**src/rtl/tankb_video_pkg.sv**
```systemverilog
// Shared video timing constants and fetch phase encodings for the Tank B
// background tile pipeline.
package tankb_video_pkg;

  localparam int H_TOTAL   = 384;
  localparam int H_VISIBLE = 256;
  localparam int HS_START  = 304;
  localparam int HS_WIDTH  = 32;
  localparam int V_TOTAL   = 264;
  localparam int V_VISIBLE = 224;
  localparam int VS_START  = 240;
  localparam int VS_WIDTH  = 4;

  // Pixel phase within an 8-pixel group at which each fetch step happens.
  typedef enum logic [2:0] {
    PH_VADDR = 3'd0,
    PH_CODE  = 3'd2,
    PH_CADDR = 3'd3,
    PH_ROW   = 3'd5,
    PH_LOAD  = 3'd7
  } fetch_phase_e;

endpackage

```
**src/rtl/tankb_raster_cnt.sv**
```systemverilog
// Horizontal/vertical raster counters with blank, sync and frame-start decode.
// The next-count values are exported so the fetch sequencer can decode
// the phase that becomes current on this pixel enable.
module tankb_raster_cnt
  import tankb_video_pkg::*;
#(
  parameter int H_TOTAL_P   = H_TOTAL,
  parameter int H_VISIBLE_P = H_VISIBLE,
  parameter int HS_START_P  = HS_START,
  parameter int HS_WIDTH_P  = HS_WIDTH,
  parameter int V_TOTAL_P   = V_TOTAL,
  parameter int V_VISIBLE_P = V_VISIBLE,
  parameter int VS_START_P  = VS_START,
  parameter int VS_WIDTH_P  = VS_WIDTH
) (
  input  logic       clk_i,
  input  logic       rst_ni,
  input  logic       pix_ce_i,
  output logic [8:0] hcnt_o,
  output logic [8:0] vcnt_o,
  output logic [8:0] hcnt_next_o,
  output logic [8:0] vcnt_next_o,
  output logic       hblank_o,
  output logic       vblank_o,
  output logic       n_hsync_o,
  output logic       n_vsync_o,
  output logic       frame_start_o
);

  logic [8:0] hcnt_q, hcnt_d;
  logic [8:0] vcnt_q, vcnt_d;
  logic       hblank_q, vblank_q, nHsync_q, nVsync_q, frameStart_q;

  // Next raster position: hcnt wraps at the line end and carries into vcnt.
  always_comb begin
    if (hcnt_q == 9'(H_TOTAL_P - 1)) begin
      hcnt_d = '0;
      vcnt_d = (vcnt_q == 9'(V_TOTAL_P - 1)) ? '0 : vcnt_q + 9'd1;
    end else begin
      hcnt_d = hcnt_q + 9'd1;
      vcnt_d = vcnt_q;
    end
  end

  // Advance the counters and register every decode from the new position so it lines up with the counts.
  always_ff @(posedge clk_i or negedge rst_ni) begin
    if (!rst_ni) begin
      hcnt_q       <= '0;
      vcnt_q       <= '0;
      hblank_q     <= 1'b0;
      vblank_q     <= 1'b0;
      nHsync_q     <= 1'b1;
      nVsync_q     <= 1'b1;
      frameStart_q <= 1'b0;
    end else if (pix_ce_i) begin
      hcnt_q       <= hcnt_d;
      vcnt_q       <= vcnt_d;
      hblank_q     <= (hcnt_d >= 9'(H_VISIBLE_P));
      vblank_q     <= (vcnt_d >= 9'(V_VISIBLE_P));
      nHsync_q     <= !((hcnt_d >= 9'(HS_START_P)) && (hcnt_d < 9'(HS_START_P + HS_WIDTH_P)));
      nVsync_q     <= !((vcnt_d >= 9'(VS_START_P)) && (vcnt_d < 9'(VS_START_P + VS_WIDTH_P)));
      frameStart_q <= (hcnt_d == '0) && (vcnt_d == '0);
    end
  end

  assign hcnt_o        = hcnt_q;
  assign vcnt_o        = vcnt_q;
  assign hcnt_next_o   = hcnt_d;
  assign vcnt_next_o   = vcnt_d;
  assign hblank_o      = hblank_q;
  assign vblank_o      = vblank_q;
  assign n_hsync_o     = nHsync_q;
  assign n_vsync_o     = nVsync_q;
  assign frame_start_o = frameStart_q;

endmodule

```
**src/rtl/tankb_tile_fetch.sv**
```systemverilog
// Background tile fetch sequencer: walks VRAM and the character ROM one
// 8-pixel group ahead of the beam and presents each bitmap row to the ls166.
module tankb_tile_fetch
  import tankb_video_pkg::*;
#(
  parameter int H_TOTAL_P   = H_TOTAL,
  parameter int H_VISIBLE_P = H_VISIBLE,
  parameter int HS_START_P  = HS_START,
  parameter int HS_WIDTH_P  = HS_WIDTH,
  parameter int V_TOTAL_P   = V_TOTAL,
  parameter int V_VISIBLE_P = V_VISIBLE,
  parameter int VS_START_P  = VS_START,
  parameter int VS_WIDTH_P  = VS_WIDTH
) (
  input  logic        clk,
  input  logic        n_clr,
  input  logic        pix_ce,
  output logic [9:0]  vram_addr,
  input  logic [7:0]  vram_data,
  output logic [10:0] crom_addr,
  input  logic [7:0]  crom_data,
  output logic [7:0]  shift_data,
  output logic        n_load,
  output logic [8:0]  hcnt,
  output logic [8:0]  vcnt,
  output logic        hblank,
  output logic        vblank,
  output logic        n_hsync,
  output logic        n_vsync,
  output logic        frame_start
);

  logic [8:0]  hcnt_d, vcnt_d;
  logic [5:0]  nxCol;
  logic [8:0]  nyRow;
  logic        nextVisible;
  logic [9:0]  vramAddr_q;
  logic [10:0] cromAddr_q;
  logic [7:0]  tileCode_q, rowBits_q, shiftData_q;
  logic        nLoad_q;

  tankb_raster_cnt #(
    .H_TOTAL_P   (H_TOTAL_P),
    .H_VISIBLE_P (H_VISIBLE_P),
    .HS_START_P  (HS_START_P),
    .HS_WIDTH_P  (HS_WIDTH_P),
    .V_TOTAL_P   (V_TOTAL_P),
    .V_VISIBLE_P (V_VISIBLE_P),
    .VS_START_P  (VS_START_P),
    .VS_WIDTH_P  (VS_WIDTH_P)
  ) u_raster (
    .clk_i         (clk),
    .rst_ni        (n_clr),
    .pix_ce_i      (pix_ce),
    .hcnt_o        (hcnt),
    .vcnt_o        (vcnt),
    .hcnt_next_o   (hcnt_d),
    .vcnt_next_o   (vcnt_d),
    .hblank_o      (hblank),
    .vblank_o      (vblank),
    .n_hsync_o     (n_hsync),
    .n_vsync_o     (n_vsync),
    .frame_start_o (frame_start)
  );

  // Column/row of the group being prefetched: one group ahead, rolling into the next line at the end of this one.
  always_comb begin
    nxCol = (hcnt_d[8:3] == 6'(H_TOTAL_P / 8 - 1)) ? '0 : hcnt_d[8:3] + 6'd1;
    if (nxCol == '0) begin
      nyRow = (vcnt_d == 9'(V_TOTAL_P - 1)) ? '0 : vcnt_d + 9'd1;
    end else begin
      nyRow = vcnt_d;
    end
    nextVisible = (nxCol < 6'(H_VISIBLE_P / 8)) && (nyRow < 9'(V_VISIBLE_P));
  end

  // Phase-sequenced fetch; the phase is the pixel position this enable moves the beam onto, so n_load is low while hcnt[2:0]==7.
  always_ff @(posedge clk or negedge n_clr) begin
    if (!n_clr) begin
      vramAddr_q  <= '0;
      cromAddr_q  <= '0;
      tileCode_q  <= '0;
      rowBits_q   <= '0;
      shiftData_q <= '0;
      nLoad_q     <= 1'b1;
    end else if (pix_ce) begin
      case (hcnt_d[2:0])
        PH_VADDR: vramAddr_q  <= {nyRow[7:3], nxCol[4:0]};
        PH_CODE:  tileCode_q  <= vram_data;
        PH_CADDR: cromAddr_q  <= {tileCode_q, nyRow[2:0]};
        PH_ROW:   rowBits_q   <= crom_data;
        PH_LOAD:  shiftData_q <= nextVisible ? rowBits_q : 8'h00;
        default:  ;
      endcase
      nLoad_q <= (hcnt_d[2:0] != PH_LOAD);
    end
  end

  assign vram_addr  = vramAddr_q;
  assign crom_addr  = cromAddr_q;
  assign shift_data = shiftData_q;
  assign n_load     = nLoad_q;

endmodule

```
**config.mk**
```make
export PLATFORM = sky130hd
export DESIGN_NAME = tankb_tile_fetch
export DESIGN_NICKNAME = d
export VERILOG_FILES = /design/src/rtl/tankb_video_pkg.sv /design/src/rtl/tankb_raster_cnt.sv /design/src/rtl/tankb_tile_fetch.sv
export SDC_FILE = /design/constraint.sdc
export NUM_CORES = 1
export LEC_CHECK = 0
export BUFFER_PORTS_ARGS = -buffer_cell sky130_fd_sc_hd__buf_2
export CAP_MARGIN = 5
export CORE_ASPECT_RATIO = 0.7
export CORE_MARGIN = 4
export CORE_UTILIZATION = 45
export CTS_CLUSTER_DIAMETER = 60
export DETAILED_ROUTE_END_ITERATION = 7
export HOLD_SLACK_MARGIN = 0.03
export PLACE_DENSITY = 0.67
export SLEW_MARGIN = 20
export SYNTH_ARGS = -nofsm -noshare
export SYNTH_HDL_FRONTEND = slang
export SYNTH_SLANG_ARGS = --single-unit
export TNS_END_PERCENT = 10
```
**constraint.sdc**
```tcl
create_clock -name clk -period 3.7 [get_ports clk]
set_input_delay 0.37 -clock clk [delete_from_list [all_inputs] [get_ports clk]]
set_output_delay 0.37 -clock clk [all_outputs]
set_load 0.01 [all_outputs]
```
* Word-level counts from Yosys, hierarchy flattened
Index checks and enable logic that the tools add are counted. W data, S select, Z words.
Cells by class: add/sub/neg operators 4, $lt $le $gt $ge 8, equal/unequal tests 9, mux-type cells 7, reduce and logical (&&, ||, !) cells 15
Operators by type and width (count):
- $mux W9 | 5
- $add A9 B1 Y9 const B | 3
- $eq A9 B9 Y1 const B | 3
- $ge A9 B8 Y1 const B | 2
- $ge A9 B9 Y1 const B | 2
- $logic_not A9 Y1 | 2
- $lt A9 B8 Y1 const B | 2
- $reduce_and A2 Y1 | 5
- $lt A9 B9 Y1 const B | 1
- $mux W8 | 1
- $add A6 B1 Y6 const B | 1
- $eq A3 B2 Y1 const B | 2
- $eq A3 B3 Y1 const B | 2
- $eq A6 B6 Y1 const B | 1
- $logic_not A6 Y1 | 1
- $lt A6 B6 Y1 const B | 1
- $mux W6 | 1
- $logic_and A1 B1 Y1 | 4
- $logic_not A3 Y1 | 1
- $ne A3 B3 Y1 const B | 1
- $logic_not A1 Y1 | 2
Storage, ports and cells: word-level logic and storage cells 56, output and inout port bits 53, register bits after elaboration 69, input bits 19

* Depth between registers and ports, before layout
Gate-level depths: netlist of the first run.
word-level depth 9, depth in mapped cells 14, gate-level depth less buffers 13

* By module
From an unflattened synthesis of the first run, not the netlist that was laid out.
Second synthesis, totals: cells, all modules 367, area, all modules 3824.9 um2
Modules (own cells, without submodules):
- tankb_tile_fetch | area each 2235.9 um2, cells an instance 197, seq. area each 1152.4 um2, instances 1
- tankb_raster_cnt | area each 1589.0 um2, cells an instance 170, seq. area each 578.1 um2, instances 1

* Least setup slack after synthesis of the first run
No wires, ideal clock.
path kind register -> register, start point register u_raster.hcnt_q[1], in the netlist u_raster.hcnt_o[1], end point register vramAddr_q[9], in the netlist vram_addr[9], path buffers 1, period minus slack after synthesis 3.382 ns, cell stages (with the launch flop) 13, data arrival time 3.257 ns, data required time 3.575 ns, library setup time 0.125 ns, setup slack 0.318 ns, cells stage by stage dfrtp_1 > ha_1 > buf_2 > nand4_2 > nor2_1 > nor2_1 > ha_1 > a211oi_1 > or4_4 > nor4_1 > nor4b_2 > xnor2_1 > mux2_2
Between the ends: longest elaborated chain between the ends 6, elaborated cells between the ends (all ways) 14, classes of those cells add/sub: 3; eq/ne: 3; mux: 5; reduce/logical: 3
Ends and longest elaborated chain:
- start, declared | line tankb_raster_cnt.sv:30 | logic [8:0] hcnt_q, hcnt_d;
- start signal, assigned | line tankb_raster_cnt.sv:56 | hcnt_q <= hcnt_d;
- $add A9 B1 Y9 or $eq A9 B9 Y1 (tied branches) | line tankb_raster_cnt.sv:40, tankb_raster_cnt.sv:36
- $mux W9 * | line tankb_raster_cnt.sv:36 | if (hcnt_q == 9'(H_TOTAL_P - 1)) begin
- named net hcnt_d[3] | line tankb_tile_fetch.sv:33 | logic [8:0] hcnt_d, vcnt_d;
- $add A6 B1 Y6 or $eq A6 B6 Y1 (tied branches) | line tankb_tile_fetch.sv:68 | nxCol = (hcnt_d[8:3] == 6'(H_TOTAL_P / 8 - 1)) ? '0 : hcnt_d[8:3] + 6'd1;
- $mux W6 * | line tankb_tile_fetch.sv:68
- $logic_not A6 Y1 * | line tankb_tile_fetch.sv:69 | if (nxCol == '0) begin
- $mux W9 * | line tankb_tile_fetch.sv:69
- end signal, assigned | line tankb_tile_fetch.sv:88 | PH_VADDR: vramAddr_q <= {nyRow[7:3], nxCol[4:0]};
- end, declared | line tankb_tile_fetch.sv:37 | logic [9:0] vramAddr_q;
Mark *: on every way through the listed nets, which the timed path passes. The rest lies on a longest branch. A chain may end at the register's enable or synchronous reset.

* Final worst setup path of the first run
start point register u_raster.hcnt_q[0], in the netlist u_raster.hcnt_o[0], end point register vramAddr_q[9], in the netlist vram_addr[9]
Between the ends: longest elaborated chain between the ends 6, elaborated cells between the ends (all ways) 14, classes of those cells add/sub: 3; eq/ne: 3; mux: 5; reduce/logical: 3
Ends and longest elaborated chain (line):
- $add A9 B1 Y9 or $eq A9 B9 Y1 (tied branches) | tankb_raster_cnt.sv:40, tankb_raster_cnt.sv:36
- $mux W9 | tankb_raster_cnt.sv:36
- $add A6 B1 Y6 or $eq A6 B6 Y1 (tied branches) | tankb_tile_fetch.sv:68
- $mux W6 | tankb_tile_fetch.sv:68
- $logic_not A6 Y1 | tankb_tile_fetch.sv:69
- $mux W9 | tankb_tile_fetch.sv:69
Several ways; a longest one is shown, not always the timed one.

==> results.py, run 1 <==
metrics = {
    "grt": {
        "grt_pass1_vias": 3020,
        "antenna_found_initial": 0,
        "grt_start_max_net_pins": 46,
        "grt_overflow": 0,
        "grt_usage_pct": 19.7,
        "grt_pass1_wl_um": 15700,
    },
    "job": {
        "cap_violations": 0,
    },
    "pwr": {
        "ir_drop_mv": 0.415,
        "leakage_nw": 2.09,
        "power_density_mw_per_mm2": 668,
    },
    "floorplanning": {
        "die_x_um": 117,
        "die_h_um": 84.6,
        "initial_utilization_pct": 47.1,
        "rows": 27,
        "ioPinCount": 72,
        "dieArea_mm2": 0.00993,
        "core_mm2": 0.00801,
    },
    "cells_and_area": {
        "fill_cells": 727,
        "final_util_pct": 57.4,
        "antenna_cells": 0,
        "final_nets": 470,
        "drive_gt1_share_pct": 35.3,
        "syn_to_final_growth_pct": 21.9,
        "fin_cells": 551,
    },
    "detailed_routing": {
        "post_drt_wl_per_cell_um": 17.1,
        "firstDrtPassIters": 5,
        "drcViolationCount": 0,
        "routed_wl_um": 9400,
        "vias_per_cell": 5.60,
        "drt.antenna.violating_nets": 0,
        "drtIter0Drc": 247,
        "vias": 3087,
    },
    "sta": {
        "finalCritPeriodShare_pct": 94.5,
        "clock.fmax_ghz": 0.286,
        "tns_ns": 0,
        "setup_viol": 0,
        "slew_headroom_pct": 56.0,
        "whs_ns": 0.0249,
        "worst_pin_slew_ns": 0.658,
        "clock_skew_ns": 0.00435,
        "min_period_ns": 3.50,
        "slew_violations": 0,
        "fin_ws_ns": 0.202,
        "grt_setup_unrepaired": "false",
        "finalHoldViolations": 0,
    },
    "cts": {
        "cts_tree": "yes",
        "cts_hold_buf": 0,
        "cts_buffer_depth": 2,
        "cts_sinks": 69,
        "clkLatencyLatePin_ns": 0.33,
        "root_buffer": "clkbuf_16",
        "cts_buffers": 9,
        "htree_levels": 3,
        "path_clk_slew_ns": 0.06,
    },
    "synthesis": {
        "netlist_area_mm2": 0.00377,
        "syn_area_per_cell_um2": 10.4,
        "syn_nets": 388,
        "synth_seq_cells": 69,
        "yosys-mux-area-fraction_pct": 11.8,
        "synth_compound_area_share_pct": 11.1,
        "seq_area_frac_synth_pct": 45.9,
        "synth_warnings": 0,
        "ys_top_cells_by_area": "dfrtp_1, mux2_2, nor2_1, xnor2_1, a21oi_1",
        "async_reset_ff_share_pct": 100,
        "synth.top_cell.area_share_pct": 43.8,
        "yosysMostFrequentCell": "dfrtp_1",
        "synth_xor_xnor_area_share_pct": 5.58,
        "synthSimpleGateAreaFrac_pct": 19.3,
        "netlist_instances": 363,
        "synthAdderAreaFrac_pct": 1.99,
        "synth_edf_count": 0,
        "synthDistinctLibCells": 59,
        "synth_flop_cell": "dfrtp_1",
        "synth_top_family_by_area": "simple AND/OR/NAND/NOR gates",
        "synth_top_area_cell": "dfrtp_1",
        "synthTopCellsByCount": "dfrtp_1, nor2_1, mux2_2, nand2_1, a21oi_1",
    },
    "run_status": {
        "status": "completed",
    },
    "setup_path": {
        "worstReg2RegStart": "u_raster.hcnt_o[0]",
        "crit_type": "flip-flop to flip-flop",
        "crit_end": "vram_addr[9]",
        "slowest_delay_ns": 0.61,
        "cp_data_arrival_time_ns": 3.71,
        "critical_path.startpoint": "u_raster.hcnt_o[0]",
        "reg2reg_setup_slack_ns": 0.20,
        "rr_worst_depth": 10,
        "crit_path_end_kind": "flip-flop",
        "slowest_stage": "or4_4",
        "worst_setup_path_start_kind": "flip-flop",
        "cp_cell_sequence": "ha_1 -> and3_1 -> a21oi_1 -> mux2_2 -> a211oi_1 -> or4_4 -> nor4_1 -> nor4b_2 -> xnor2_1 -> mux2_2",
        "crit_top_cell": "mux2_2",
        "r2r-end": "vram_addr[9]",
        "crit_required_ns": 3.92,
        "critical_path.max_fanout": 7,
    },
    "placement": {
        "place_ws_ns": 0.129,
        "globalplace.congestion": 0.938,
        "dp.final_hpwl_um": 6900,
        "io_buffers": 71,
        "placedCellCount": 534,
    },
    "worst_hold_path": {
        "hold_path.class": "input port to asynchronous set/reset pin",
    },
}
## logic make-up after synthesis
logic type | after synthesis
AND/OR/NAND/NOR | 131
flip-flops | 69
buffers and inverters | 31
XOR/XNOR | 24
multiplexers | 39
AO/OA/AOI/OAI | 63
adder cells (fa/ha/maj) | 6
## how the worst min path moves through the flow
stage                       from             to  slack (ns)  cells past startpoint
finish                     n_clr   vram_addr[1]        0.02                      1
global route               n_clr   vram_addr[1]        0.07                      1
floorplan                  n_clr   crom_addr[0]        0.07                      0
detailed placement  rowBits_q[3]  shift_data[3]        0.47                      1
global placement    rowBits_q[0]  shift_data[0]        0.47                      1
CTS                        n_clr   vram_addr[0]        0.22                      1
## metrics by stage
| step | cell area (um2) | power, W |
|---|---|---|
| final | 4600 | 0.00307 |
| after global routing | 4600 | 0.00328 |
| after CTS | 4570 | 0.00309 |
| after detailed placement | 4270 | 0.00222 |
| after global placement | 4270 | 0.00219 |
| after floorplan | 3770 | 0.00185 |
## final cells by class
| class | instances | area, um2 | area share (%) |
|---|---|---|---|
| inverter | 12 | 45.0 | 0.980 |
| clock inverter | 6 | 62.6 | 1.36 |
| multi-input combinational | 263 | 1890 | 41.1 |
| clock buffer | 10 | 239 | 5.20 |
| sequential | 69 | 1730 | 37.7 |
| tap | 101 | 126 | 2.75 |
| timing repair buffer | 90 | 500 | 10.9 |
## worst max-delay path: cells and delay by family (launching register included)
kind	cells	cell delay, ns
simple gates	4	1.70
mux	2	0.53
flops	1	0.38
compound gates	2	0.37
fa+ha+maj	1	0.31
xor+xnor	1	0.10
## state kept, by name (all words and copies together), names as in the netlist
signal and cells:
n_load 1, tileCode_q 8, u_raster.hcnt_o 9, u_raster.vblank_o 1, shift_data 8, u_raster.vcnt_o 9, vram_addr 10, u_raster.frame_start_o 1
u_raster.hblank_o 1, u_raster.n_vsync_o 1, rowBits_q 8, crom_addr 11, u_raster.n_hsync_o 1
## metal layers
layer,GRT usage [%],routed length [um],vias up
li1,-,-,1469
met4,5.64,100,0
met3,6.26,669,9
met2,27.5,3990,114
met5,0,0,-
met1,29.3,4640,1495
## placed cells by master (no fill, tap or decap), types with 3 or more instances in the layout
master,instances
and3_1,4
a31oi_1,4
clkbuf_16,9
dfrtp_1,65
buf_4,20
or4_1,4
o21ai_0,9
xor2_1,9
nand4_1,3
a21oi_1,24
ha_1,5
dfstp_2,3
nor3_1,7
mux2_2,33
a22o_1,8
xnor2_1,14
nand3_1,14
nand4b_1,3
inv_1,12
nand2_1,28
mux2i_1,5
nor4_1,7
buf_2,70
nor2_1,35
clkinv_2,3
or3_1,3
o31ai_1,3
## timing repair
action / 4_1_cts / 5_1_grt
gates resized for setup: 0 / 5
setup buffers: 0 / 1
endpoints found under the setup margin: 0 / 10
## report_power, final
group          total (W)  internal [W]  switching [W]
Clock           0.000855      0.000538       0.000317
Combinational    0.00102      0.000479       0.000541
Sequential       0.00119      0.000995       0.000200
No activity file was read; power rests on OpenSTA's default activity.
==> inputs of run 2 (changes only) <==
- CTS_BUF_LIST: unset -> sky130_fd_sc_hd__clkbuf_8
==> run 2 against run 1 <==
Compared with the run above: setup slack worse by 0.0083 ns; total power down 7.7%; register-to-register slack barely moved; critical path depth unchanged; final area shrank 2.2%; sequential cell count unchanged; final cell count unchanged; count of clock-buffer cells in the layout did not move; maximum frequency fell by 0.24%; worst hold slack worse by 0.021 ns; clock skew rose by 0.0016 ns; critical path type unchanged.
==> results.py, run 2 (synthesis results as in run 1) <==
metrics = {
    "pwr": {
        "power_density_mw_per_mm2": 630,
        "leakage_nw": 2.04,
        "total_power_w": 0.00283,
        "ir_drop_mv": 0.378,
    },
    "cells_and_area": {
        "antenna_cells": 0,
        "fill_cells": 735,
        "syn_to_final_growth_pct": 19.3,
        "final_util_pct": 56.1,
        "final_nets": 470,
        "drive_gt1_share_pct": 35.3,
        "seqCellArea_mm2": 0.00173,
        "final_common_cell": "buf_2",
        "final_cell_mix": "buf_2, dfrtp_1, nor2_1",
        "multi_input_comb_area_mm2": 0.00189,
        "fin_area_mm2": 0.00449,
        "largest_reg_flops": 11,
    },
    "job": {
        "cap_violations": 0,
    },
    "cts": {
        "path_clk_slew_ns": 0.07,
        "cts_buffers": 9,
        "cts_hold_buf": 0,
        "cts_tree": "yes",
        "root_buffer": "clkbuf_8",
        "cts_sinks": 69,
        "htree_levels": 3,
        "cts_buffer_depth": 2,
        "clkLatencyLatePin_ns": 0.35,
    },
    "setup_path": {
        "crit_path_end_kind": "flip-flop",
        "cp_data_arrival_time_ns": 3.74,
        "crit_type": "flip-flop to flip-flop",
        "worst_setup_path_start_kind": "flip-flop",
        "critical_path.max_fanout": 7,
        "crit_required_ns": 3.94,
    },
    "floorplanning": {
        "dieArea_mm2": 0.00993,
        "die_x_um": 117,
        "rows": 27,
        "die_h_um": 84.6,
        "core_mm2": 0.00801,
        "ioPinCount": 72,
        "initial_utilization_pct": 47.1,
    },
    "detailed_routing": {
        "drcViolationCount": 0,
        "post_drt_wl_per_cell_um": 17.1,
        "drt.antenna.violating_nets": 0,
        "vias_per_cell": 5.60,
        "routed_wl_um": 9420,
        "firstDrtPassIters": 5,
        "vias": 3088,
        "drtIter0Drc": 272,
    },
    "sta": {
        "finalCritPeriodShare_pct": 94.8,
        "min_period_ns": 3.51,
        "setup_viol": 0,
        "finalHoldViolations": 0,
        "tns_ns": 0,
        "slew_headroom_pct": 56.7,
        "grt_setup_unrepaired": "false",
        "slew_violations": 0,
        "clock_skew_ns": 0.00597,
        "worst_pin_slew_ns": 0.648,
        "clock.fmax_ghz": 0.285,
        "whs_ns": 0.00416,
    },
    "placement": {
        "placed_cell_area_mm2": 0.00427,
        "io_buffers": 71,
        "globalplace.congestion": 0.938,
        "dp.final_hpwl_um": 6900,
    },
    "grt": {
        "grt_start_max_net_pins": 46,
        "grt_overflow": 0,
        "grt_usage_pct": 19.8,
        "grt_pass1_vias": 3020,
        "antenna_found_initial": 0,
        "grt_pass1_wl_um": 15700,
    },
    "worst_hold_path": {
        "hold_path.class": "input port to asynchronous set/reset pin",
    },
    "run_status": {
        "status": "completed",
    },
}
run 2: changes by cell type in the layout (fill, tap and decap cells not counted):
| cell | change |
|---|---|
| clkbuf_8 | +9 |
| clkbuf_16 | -9 |
run 2: path summary, 6_finish.rpt:
| kind | from | endpoint | slack (ns) | cells past startpoint |
|---|---|---|---|---|
| hold reg to reg | rowBits_q[3] | shift_data[3] | 0.49 | 1 |
| max in group asynchronous | n_clr | u_raster.hcnt_o[2] | 2.92 | 2 |
| setup / recovery | u_raster.hcnt_o[0] | vram_addr[9] | 0.19 | 10 |
| hold / removal | n_clr | vram_addr[1] | 0.004 | 1 |
| setup reg to reg | u_raster.hcnt_o[0] | vram_addr[9] | 0.19 | 10 |
| min in group clk | crom_data[6] | rowBits_q[6] | 0.25 | 2 |
run 2: worst max-delay path: stages (launching register included):
cell	delay (ns)
dfrtp_1	0.38
ha_1	0.31
and3_1	0.26
a21oi_1	0.30
mux2_2	0.27
a211oi_1	0.07
or4_4	0.61
nor4_1	0.51
nor4b_2	0.33
xnor2_1	0.10
mux2_2	0.26
run 2: power by group:
group	total, W	internal, W	switching [W]
clock	0.000620	0.000328	0.000291
sequential	0.00119	0.000993	0.000200
combinational	0.00102	0.000479	0.000542
run 2: per-stage QoR:
stage          setup slack, ns  std cells
6_report                 0.194        551
5_1_grt               0.000991        551
4_1_cts                  0.123        550
3_5_place_dp             0.129        534
3_3_place_gp             0.300        534
2_1_floorplan            0.318        363
run 2: timing repair:
action | in CTS | in global routing
resized for setup | 0 | 5
buffers inserted | 0 | 1
endpoints found under the setup margin | 0 | 10
run 2: per-layer routing:
| layer | global-route usage (%) | routed length (um) | up-vias |
|---|---|---|---|
| met5 | 0 | 0 | - |
| met4 | 5.64 | 83 | 0 |
| met3 | 6.46 | 647 | 9 |
| met2 | 27.4 | 3980 | 113 |
| met1 | 29.3 | 4710 | 1499 |
| li1 | - | - | 1467 |
run 2: area by class of cell:
cell class,instances,share of cell area [%]
multi-input cells,263,42.1
flip-flops and latches,69,38.5
repair buffers,90,11.1
clock buffers,10,3.06
well taps,101,2.81
clock inverters,6,1.39
inverters,12,1.00
==> inputs of run 3 (changes only) <==
- clock period: 3.7 -> 4.24 ns (I/O delays scaled with it)
==> run 3 against run 2 <==
Compared with the run above: routed wire length is 3.4% lower; utilization is 0.16 points lower; combinational power is 17% lower.
==> results.py, run 3 (synthesis results as in run 1) <==
metrics = {
    "run_status": {
        "status": "completed",
    },
    "pwr": {
        "power_density_mw_per_mm2": 569,
        "p_sw_w": 0.000886,
        "power_frac_comb_pct": 33.3,
        "p_int_w": 0.00166,
        "p_clk_share_pct": 25.9,
        "seqPwrFrac_pct": 40.8,
        "ir_drop_mv": 0.363,
        "total_power_w": 0.00255,
        "leakage_nw": 2.04,
        "power_switching_share_pct": 34.7,
    },
    "setup_path": {
        "crit_type": "flip-flop to flip-flop",
        "crit_buf_inv": 2,
        "r2r-end": "shift_data[1]",
        "crit_top_cell": "ha_1",
        "crit_required_ns": 4.47,
        "slowest_delay_ns": 0.55,
        "rr_worst_depth": 13,
        "worstReg2RegStart": "u_raster.hcnt_o[1]",
        "cp_data_arrival_time_ns": 4.06,
        "slowest_stage": "or4_1",
        "critical_path.max_fanout": 11,
        "crit_path_end_kind": "flip-flop",
        "reg2reg_setup_slack_ns": 0.41,
        "cp_cell_sequence": "ha_1 -> and3_1 -> xnor2_1 -> inv_1 -> ha_1 -> o31ai_1 -> nor4b_1 -> o21ai_1 -> or4_1 -> a21oi_1 -> a311oi_4 -> buf_4 -> a22o_1",
        "worst_setup_path_start_kind": "flip-flop",
        "cpLargestDelayFamily": "simple AND/OR/NAND/NOR gates",
    },
    "cts": {
        "clkLatencyLatePin_ns": 0.35,
        "root_buffer": "clkbuf_8",
        "cts_tree": "yes",
        "cts_buffer_depth": 2,
        "cts_sinks": 69,
        "path_clk_slew_ns": 0.08,
        "cts_buffers": 9,
        "htree_levels": 3,
        "cts_hold_buf": 0,
    },
    "floorplanning": {
        "core_mm2": 0.00801,
        "rows": 27,
        "die_x_um": 117,
        "die_h_um": 84.6,
        "dieArea_mm2": 0.00993,
        "initial_utilization_pct": 47.1,
        "ioPinCount": 72,
    },
    "placement": {
        "globalplace.congestion": 0.958,
        "placedCellCount": 527,
        "dp.final_hpwl_um": 6740,
        "io_buffers": 71,
    },
    "grt": {
        "grt_start_max_net_pins": 39,
        "grt_pass1_wl_um": 15400,
        "grt_pass1_vias": 2932,
        "grt_overflow": 0,
        "grt_usage_pct": 19.2,
        "antenna_found_initial": 0,
    },
    "detailed_routing": {
        "routed_wl_um": 9100,
        "drt.antenna.violating_nets": 0,
        "vias": 3033,
        "vias_per_cell": 5.57,
        "firstDrtPassIters": 4,
        "post_drt_wl_per_cell_um": 16.7,
        "drtIter0Drc": 294,
        "drcViolationCount": 0,
    },
    "cells_and_area": {
        "antenna_cells": 0,
        "syn_to_final_growth_pct": 18.9,
        "final_cell_mix": "buf_2, dfrtp_1, nor2_1",
        "drive_gt1_share_pct": 33.6,
        "final_nets": 464,
        "final_util_pct": 56.0,
        "largest_reg_flops": 11,
        "fin_cells": 545,
        "final_common_cell": "buf_2",
    },
    "sta": {
        "clock_skew_ns": 0.0107,
        "finalCritPeriodShare_pct": 90.3,
        "setup_viol": 0,
        "tns_ns": 0,
        "clock.fmax_ghz": 0.261,
        "slew_headroom_pct": 50.6,
        "finalHoldViolations": 0,
        "min_period_ns": 3.83,
        "slew_violations": 0,
        "whs_ns": 0.131,
        "worst_pin_slew_ns": 0.742,
        "grt_setup_unrepaired": "false",
    },
    "job": {
        "cap_violations": 0,
    },
    "worst_hold_path": {
        "hold_path.class": "input port to asynchronous set/reset pin",
    },
}
[run 3: cell types whose count changed in the layout (fill, tap and decap cells not counted), moves of 2 or more]
cell | previous run | this run
buf_4 | 20 | 13
bufinv_16 | 1 | 3
clkinv_2 | 3 | 0
clkinv_4 | 2 | 0
[run 3: stage by stage]
step,setup WS [ns],instance area [um2]
floorplan,0.858,3770
global placement,0.619,4220
detailed placement,0.371,4220
CTS,0.346,4460
global route,0.0133,4480
finish,0.412,4480
[run 3: final cells by class]
cell class              instances  area, um2
fillers                       718       3520
multi-input cells             263       1880
flip-flops and latches         69       1730
repair buffers                 84        453
clock buffers                  10        138
well taps                     101        126
clock inverters                 6        110
inverters                      12       45.0
[run 3: what timing repair did]
action,CTS,global route
setup endpoints to repair,0,9
resized for setup,0,2
setup buffers,0,2
[run 3: power groups by stage]
stage / Sequential (W) / Clock (W) / Combinational, W
after detailed placement: 0.00105 / 0 / 0.000845
final: 0.00104 / 0.000660 / 0.000848
after global routing: 0.00108 / 0.000705 / 0.000946
after floorplan: 0.00105 / 0 / 0.000564
after global placement: 0.00104 / 0 / 0.000832
after CTS: 0.00104 / 0.000677 / 0.000849
[run 3: worst max-delay path by stage]
stage / from / slack, ns / endpoint / cells after the start
2_1_floorplan: u_raster.hcnt_o[1] / 0.86 / vram_addr[9] / 12
3_3_place_gp: u_raster.hcnt_o[1] / 0.62 / shift_data[0] / 12
3_5_place_dp: u_raster.hcnt_o[1] / 0.37 / shift_data[1] / 12
4_1_cts: u_raster.hcnt_o[1] / 0.35 / shift_data[1] / 12
5_1_grt: u_raster.hcnt_o[1] / 0.01 / shift_data[1] / 13
6_report: u_raster.hcnt_o[1] / 0.41 / shift_data[1] / 13
[run 3: layer usage]
layer  vias up  global-route usage (%)  wire length, um
met2       104                    26.8             3760
met1      1452                    28.4             4570
met5         -                       0                0
met3         8                    7.00              694
met4         0                    4.47               69
li1       1469                       -                -
